## config.mk

```make
export PLATFORM = sky130hd
export DESIGN_NAME = multdiv_param
export DESIGN_NICKNAME = d
export VERILOG_FILES = /design/src/rtl/multdiv_param.sv
export SDC_FILE = /design/constraint.sdc
export NUM_CORES = 2
export LEC_CHECK = 0
export ABC_CLOCK_PERIOD_IN_PS = 10500
export CAP_MARGIN = 20
export CORE_ASPECT_RATIO = 1.25
export CORE_UTILIZATION = 59
export DETAILED_ROUTE_END_ITERATION = 10
export PLACE_DENSITY = 0.78
export SLEW_MARGIN = 10
export SYNTH_ARGS = -nofsm -noshare
export SYNTH_HDL_FRONTEND = slang
export SYNTH_SLANG_ARGS = --single-unit
```

## constraint.sdc

```tcl
create_clock -name clock -period 10.5 [get_ports clock]
set_input_delay 2.1 -clock clock [delete_from_list [all_inputs] [get_ports clock]]
set_output_delay 2.1 -clock clock [all_outputs]
set_load 0.01 [all_outputs]
```

## src/rtl/multdiv_param.sv

```systemverilog
// Iterative multiply/divide unit: radix-4 Booth multiplier and non-restoring divider
// sharing one control FSM, with a one-cycle completion pulse and abort-on-restart.
module multdiv_param #(
  parameter int WIDTH = 32
) (
  input  logic             clock,
  input  logic             reset,
  input  logic [WIDTH-1:0] data_operandA,
  input  logic [WIDTH-1:0] data_operandB,
  input  logic             ctrl_MULT,
  input  logic             ctrl_DIV,
  input  logic             ctrl_SIGNED,
  output logic [WIDTH-1:0] data_result,
  output logic [WIDTH-1:0] data_resultHI,
  output logic             data_exception,
  output logic             data_resultRDY,
  output logic             data_busy
);

  localparam int PW = 2 * WIDTH;
  localparam int RW = WIDTH + 2;
  localparam int CW = $clog2(WIDTH + 2);
  localparam logic [CW-1:0] MUL_LAST     = CW'(WIDTH / 2);
  localparam logic [CW-1:0] DIV_ITER_END = CW'(WIDTH);

  typedef enum logic [1:0] {IDLE, MULT, DIV, DONE} stateT;

  stateT            state;
  logic [CW-1:0]    count;
  logic             signedMode;
  logic [WIDTH-1:0] opA, opB;

  logic [PW-1:0]    mulAcc, mulCand;
  logic [WIDTH+1:0] mulPlier;
  logic             mulPrev;

  logic [RW-1:0]    divRem;
  logic [WIDTH-1:0] divQ, divD;

  // Booth digit selection and accumulate; the product is only needed modulo 2^(2*WIDTH).
  logic [2:0]       boothBits;
  logic [PW-1:0]    partial, mulSum;
  logic [WIDTH-1:0] mulLo, mulHi;
  logic             mulExc;

  // NOTE: every signal driven from always_comb gets a default first so no latch is inferred.
  always_comb begin
    boothBits = {mulPlier[1:0], mulPrev};
    partial   = '0;
    case (boothBits)
      3'b001, 3'b010: partial = mulCand;
      3'b011:         partial = mulCand << 1;
      3'b100:         partial = -(mulCand << 1);
      3'b101, 3'b110: partial = -mulCand;
      default:        partial = '0;
    endcase
    mulSum = mulAcc + partial;
    mulLo  = mulSum[WIDTH-1:0];
    mulHi  = mulSum[PW-1:WIDTH];
    mulExc = signedMode ? (mulHi != {WIDTH{mulLo[WIDTH-1]}}) : (mulHi != '0);
  end

  logic             aNeg, bNeg, divByZero, divOverflow;
  logic [WIDTH-1:0] aMag, bMag, remLow, quotOut, remOut;
  logic [RW-1:0]    remShift, remStep;
  logic [WIDTH-1:0] qStep;

  always_comb begin
    aNeg     = signedMode & opA[WIDTH-1];
    bNeg     = signedMode & opB[WIDTH-1];
    aMag     = aNeg ? -opA : opA;
    bMag     = bNeg ? -opB : opB;
    remShift = {divRem[WIDTH:0], divQ[WIDTH-1]};
    remStep  = divRem[RW-1] ? remShift + {2'b00, divD} : remShift - {2'b00, divD};
    qStep    = {divQ[WIDTH-2:0], ~remStep[RW-1]};
    // Final partial remainder lies in [0, divisor), so WIDTH bits are enough for the restore.
    remLow   = divRem[RW-1] ? divRem[WIDTH-1:0] + divD : divRem[WIDTH-1:0];
    quotOut  = (aNeg ^ bNeg) ? -divQ : divQ;
    remOut   = aNeg ? -remLow : remLow;
    divByZero   = (opB == '0);
    divOverflow = signedMode && (opA == {1'b1, {(WIDTH-1){1'b0}}}) && (opB == '1);
  end

  // NOTE: synchronous reset clears every register, datapath included, so no stale operand
  // or partial result survives an abort.
  always_ff @(posedge clock) begin
    if (reset) begin
      state          <= IDLE;
      count          <= '0;
      signedMode     <= 1'b0;
      opA            <= '0;
      opB            <= '0;
      mulAcc         <= '0;
      mulCand        <= '0;
      mulPlier       <= '0;
      mulPrev        <= 1'b0;
      divRem         <= '0;
      divQ           <= '0;
      divD           <= '0;
      data_result    <= '0;
      data_resultHI  <= '0;
      data_exception <= 1'b0;
      data_resultRDY <= 1'b0;
      data_busy      <= 1'b0;
    end else begin
      data_resultRDY <= 1'b0;
      if (ctrl_MULT || ctrl_DIV) begin
        state      <= ctrl_MULT ? MULT : DIV;
        count      <= '0;
        data_busy  <= 1'b0;
        signedMode <= ctrl_SIGNED;
        opA        <= data_operandA;
        opB        <= data_operandB;
        mulAcc     <= '0;
        mulCand    <= {{(PW-WIDTH){ctrl_SIGNED & data_operandA[WIDTH-1]}}, data_operandA};
        mulPlier   <= {{2{ctrl_SIGNED & data_operandB[WIDTH-1]}}, data_operandB};
        mulPrev    <= 1'b0;
        divRem     <= '0;
        divQ       <= '0;
        divD       <= '0;
      end else begin
        unique case (state)
          MULT: begin
            mulAcc   <= mulSum;
            mulCand  <= mulCand << 2;
            mulPlier <= mulPlier >> 2;
            mulPrev  <= mulPlier[1];
            count    <= count + 1'b1;
            if (count == MUL_LAST) begin
              state          <= DONE;
              data_resultRDY <= 1'b1;
              data_busy      <= 1'b0;
              data_result    <= mulLo;
              data_resultHI  <= mulHi;
              data_exception <= mulExc;
            end else begin
              data_busy <= 1'b1;
            end
          end
          DIV: begin
            count <= count + 1'b1;
            if (count == '0) begin
              divQ      <= aMag;
              divD      <= bMag;
              divRem    <= '0;
              data_busy <= 1'b1;
            end else if (count <= DIV_ITER_END) begin
              divRem    <= remStep;
              divQ      <= qStep;
              data_busy <= 1'b1;
            end else begin
              state          <= DONE;
              data_resultRDY <= 1'b1;
              data_busy      <= 1'b0;
              if (divByZero) begin
                data_result    <= '0;
                data_resultHI  <= '0;
                data_exception <= 1'b1;
              end else if (divOverflow) begin
                data_result    <= {1'b1, {(WIDTH-1){1'b0}}};
                data_resultHI  <= '0;
                data_exception <= 1'b1;
              end else begin
                data_result    <= quotOut;
                data_resultHI  <= remOut;
                data_exception <= 1'b0;
              end
            end
          end
          DONE:    state <= IDLE;
          default: state <= IDLE;
        endcase
      end
    end
  end

endmodule

```

After elaboration in Yosys (flattened, before gate mapping):

Cells that the tools add are included.

* bitwise gates (word level): 7
* muxes and demuxes: 48
* equal/unequal tests: 18
* add/subtract/negate cells: 11
* reduce and logical (&&, ||, !) cells: 17
* $lt $le $gt $ge: 1

Operators with widths (count)
* $mux W32: 17
* $pmux W64 S4: 1
* $mux W34: 5
* $mux W64: 2
* $neg A32 Y32: 4
* $neg A64 Y64: 2
* $pmux W32 S2: 2
* $add A64 B64 Y64: 1
* $eq A32 B32 Y1 const B: 2
* $add A34 B32 Y34: 1
* $sub A34 B32 Y34: 1
* $add A32 B32 Y32: 1
* $logic_not A32 Y1: 1
* $ne A32 B32 Y1: 1
* $reduce_bool A32 Y1: 1
* $mux W1: 12
* $mux W2: 5
* $eq A3 B3 Y1 const B: 3
* $ne A3 B3 Y1 const B: 3
* $reduce_or A2 Y1: 4
* $add A6 B1 Y6 const B: 1
* $eq A3 B2 Y1 const B: 2
* $eq A6 B5 Y1 const B: 1
* $le A6 B6 Y1 const B: 1
* 16 further kinds: 28

* input bits: 69
* flip-flop bits (word level): 401
* output and inout bits: 67

Longest topological paths before layout:

* depth after elaboration: 9
* mapped depth: 28
* mapped depth without buffers: 26

Worst setup path after synthesis:

Ideal clock, no wire load.

* path kind: register -> register
* start: register mulCand[4]
* end: register data_exception
* cell stages (with the launch flop): 24
* required time: 10.380 ns
* setup time: 0.120 ns
* path slack: 4.237 ns
* arrival time: 6.144 ns
* clock period less this slack: 6.263 ns
* path through: dfxtp_1 -> buf_6 -> or4_4 -> nor4_1 -> nand3_1 -> or3_1 -> or3_1 -> nor3_1 -> nand2b_1 -> xor2_1 -> o21ai_0 -> ha_1 -> nand2_1 -> or4_1 -> or4_1 -> a211oi_1 -> nor2_1 -> o21ai_1 -> a21oi_1 -> xnor2_1 -> or3_1 -> and4bb_1 -> a22oi_1 -> o31a_1

* cells in the longest elaborated chain, start to end: 7
* elaborated cells on any way between the ends: 9
* those cells by class: 3 x add/sub; 1 x eq/ne; 4 x mux; 1 x reduce/logical

RTL lines
* from (decl): RTL line 33 `logic [PW-1:0] mulAcc, mulCand;`
* from (signal assigned): RTL line 115 `mulCand <= {{(PW-WIDTH){ctrl_SIGNED & data_operandA[WIDTH-1]}}, data_operandA};`
* from (signal assigned): RTL line 125 `mulCand <= mulCand << 2;`
* $neg A64 Y64 (on tied branches): RTL line 54, 53
* $pmux W64 S4 (*): RTL line 50 `case (boothBits)`
* $add A64 B64 Y64 (*): RTL line 57 `mulSum = mulAcc + partial;`
* $ne A32 B32 Y1 or $reduce_bool A32 Y1 (tied branches): RTL line 60 `mulExc = signedMode ? (mulHi != {WIDTH{mulLo[WIDTH-1]}}) : (mulHi != '0);`
* $mux W1 (*): RTL line 60
* $mux W1 (*): RTL line 129 `if (count == MUL_LAST) begin`
* $pmux W1 S2 (*): RTL line 122 `unique case (state)`
* to (signal assigned): RTL line 135 `data_exception <= mulExc;`
* to (decl): RTL line 15 `output logic data_exception,`

Mark *: on every way between the ends. The rest lies on a longest branch, timed or not. The select of a mux whose other input is x is not followed.
A chain may end at the register's enable or synchronous reset.

Final worst setup path:

* start: register mulCand[3]
* end: register data_exception

Same word-level chain as after synthesis.

==> impl_metrics.py <==
metrics = {
    "yosys": {
        "synth-adder-area-share": 0.05961,
        "syn_inst": 4138,
        "synth_warnings": 0,
        "ys.flop_type": "dfxtp_1",
        "synth_nets": 4348,
        "synth_compound_area_frac": 0.2696,
        "synth-xor-area-share": 0.09025,
        "seq_area_frac_synth": 0.2671,
        "synth_area_per_cell_um2": 7.244,
        "synth_area_um2": 29970,
        "synthArstFlopShare": 0,
        "synth_mux_area_frac": 0.03561,
        "ys_ff_latch": 400,
        "synth_top_family_by_area": "compound AO/OA/AOI/OAI gates",
        "ys_types": 90,
        "synth_edf_count": 0,
        "yosys.area_share.simple": 0.2307,
    },
    "worst_hold_path": {
        "hold_class": "flop to flop",
    },
    "detailed_routing": {
        "wire_per_inst_um": 21.65,
        "vias": 30820,
        "vias_per_cell": 6.480,
        "wl_um": 103000,
        "ant_nets": 0,
        "drc_errors": 0,
        "first_pass_iters": 7,
        "drtIter0Drc": 2635,
    },
    "sta": {
        "period_needed_ps": 7660,
        "clock_skew_ps": 24.77,
        "fmax_mhz": 130.5,
        "relSlewSlack": 0.2568,
        "setup_viol": 0,
        "slew_violations": 0,
        "hold_viol_final": 0,
        "final.period_utilization": 0.7295,
        "timing.final.ws_setup_ps": 2840,
        "tns_ps": 0,
        "rsz0062_at_grt": "false",
        "tightestPinTransition_ps": 1105,
    },
    "cts": {
        "htreeDepth": 2,
        "cts.sinks": 400,
        "clk_latency_ps": 620,
        "cts_resized": 0,
        "postCtsHoldBufs": 0,
        "clockRootBuffer": "clkbuf_16",
        "postCtsSetupBuffers": 0,
        "cts_buffers": 43,
        "clock_path_buffers": 3,
        "cts_tree": "yes",
        "clk_pin_slew_ps": 60,
    },
    "global_route": {
        "grt_overflow": 0,
        "gr-usage-all-layers": 0.3889,
        "grt_pass1_wl_um": 158800,
        "antenna_found_initial": 2,
        "grt_max_degree": 163,
        "grt_pass1_vias": 28290,
    },
    "floorplan": {
        "ios": 136,
        "chipWidth_um": 203.6,
        "die_h_um": 254.0,
        "die-area_um2": 51720,
        "start_util": 0.5959,
        "floorplan.rows": 92,
        "coreArea_um2": 50300,
    },
    "placed_design": {
        "postPlaceCellArea_um2": 31390,
        "portBuffers": 135,
        "gp_congestion": 0.9811,
        "dp_slack_ps": 2993,
        "dp_hpwl_um": 76540,
    },
    "power": {
        "p_per_area_nw_per_um2": 124.7,
        "leakage_nw": 12.45,
        "peakVddDrop_mv": 0.1325,
    },
    "critical_path": {
        "worstSetupPathType": "flop to flop",
        "crit_fanout": 12,
        "cp-end-kind": "flop",
        "start_kind": "flop",
        "cp.arrival_ps": 8210,
        "cp_data_required_time_ps": 11050,
    },
    "layout": {
        "final_area_um2": 32950,
        "final_common_cell": "nor2_1",
        "syn2layout_area_growth_pct": 9.926,
        "mostFrequentLayoutCells": "536 x nor2_1, 475 x a21oi_1, 466 x nand2_1, 398 x dfxtp_1, 272 x o21ai_0",
        "layout.nets": 4274,
        "diodes": 0,
        "drive_gt1_frac": 0.05442,
    },
    "outcome": {
        "outcome": "finished, final reports clean",
    },
    "run": {
        "max_cap_violations": 0,
    },
}
layout make-up:
| cell class | count | area [µm²] |
|---|---|---|
| Clock inverter | 22 | 312.8 |
| Multi-Input combinational cell | 3367 | 20630 |
| Sequential cell | 400 | 8010 |
| Clock buffer | 57 | 1199 |
| Tap cell | 658 | 823.3 |
| Fill cell | 4545 | 17350 |
| Inverter | 80 | 300.3 |
| Timing Repair Buffer | 172 | 1670 |
registers in the layout (all words and copies together), names as in the netlist, 2 cells and up:
register	flops
count	6
data_result	32
data_resultHI	32
divD	32
divQ	32
divRem	34
mulAcc	64
mulCand	64
mulPlier	33
opA	32
opB	32
state	2
critical path: stages (launching register included):
cell,delay (ps)
dfxtp_1,370
or4_4,580
nor4_1,800
nand3_1,420
or3_1,460
or3_1,400
or4b_1,520
a21boi_0,270
a22oi_1,110
nand2_1,100
ha_1,360
inv_1,130
o21bai_1,80
a221oi_1,280
o21ai_0,330
a221oi_1,480
nand2_1,160
a21boi_0,250
o21ai_0,160
xnor2_1,450
and4bb_1,300
a2111oi_0,360
o31a_1,200
path summary, 6_finish.rpt:
check                                                   end  cells after the start  slack (ps)                      start
worst max register to register  data_exception$_SDFFE_PP0P_                     22        2840    mulCand[3]$_SDFFE_PP0P_
worst max-delay path            data_exception$_SDFFE_PP0P_                     22        2840    mulCand[3]$_SDFFE_PP0P_
worst min register to register    mulPlier[32]$_SDFFE_PP0P_                      2         470  mulPlier[32]$_SDFFE_PP0P_
worst min-delay path              mulPlier[32]$_SDFFE_PP0P_                      2         470  mulPlier[32]$_SDFFE_PP0P_
metrics by stage:
step           utilization  cells  hold slack (ps)  power (mW)
2_1_floorplan            -   4138            443.8       2.216
3_3_place_gp        0.6240   4675            452.2       2.457
3_5_place_dp        0.6240   4675            457.8       2.465
4_1_cts             0.6541   4754            466.8       4.098
5_1_grt             0.6550   4756            488.2       4.248
6_report            0.6550   4756            465.6       4.108
cells in the mapped netlist, types with 29 or more instances:
cell type | n | area [µm²]
o21ai_0 | 272 | 1361
and2_1 | 32 | 200.2
inv_1 | 80 | 300.3
a31oi_1 | 29 | 181.4
a21o_1 | 52 | 390.4
a211oi_1 | 84 | 630.6
mux2i_1 | 38 | 380.4
nand2_1 | 467 | 1753
a21oi_1 | 475 | 2377
xnor2_1 | 159 | 1393
ha_1 | 138 | 1727
clkbuf_1 | 258 | 968.4
nor4_1 | 35 | 219.0
a22oi_1 | 80 | 600.6
o31ai_1 | 32 | 240.2
dfxtp_1 | 400 | 8008
nand3_1 | 51 | 255.2
mux2_2 | 61 | 686.9
or3_1 | 46 | 287.8
xor2_1 | 148 | 1296
nor3_1 | 139 | 695.7
nor2_1 | 540 | 2027
nand4_1 | 49 | 306.5
o221ai_1 | 45 | 394.1
nor2b_1 | 33 | 206.5
logic make-up after synthesis:
group                    count (synthesis)
AO/OA/AOI/OAI                         1298
XOR/XNOR                               308
adder cells (fa/ha/maj)                141
buffers and inverters                  371
flip-flops                             400
multiplexers                            99
AND/OR/NAND/NOR                       1521
power by group:
part / internal, mW / switching, mW / leakage (nW)
sequential: 1.58 / 0.0870 / 3.27
combinational: 0.296 / 0.496 / 8.44
clock: 0.941 / 0.712 / 0.740
routing by layer:
metal  vias to the layer above  global-route usage  wire length, µm
met5                         -                   0               50
met4                         2              0.2200             6127
met3                       285             0.03796             6926
met2                      1269              0.6548            48090
met1                     14530              0.4844            41760
li1                      14740                   -                -
Power figures use the tool's default switching activity.
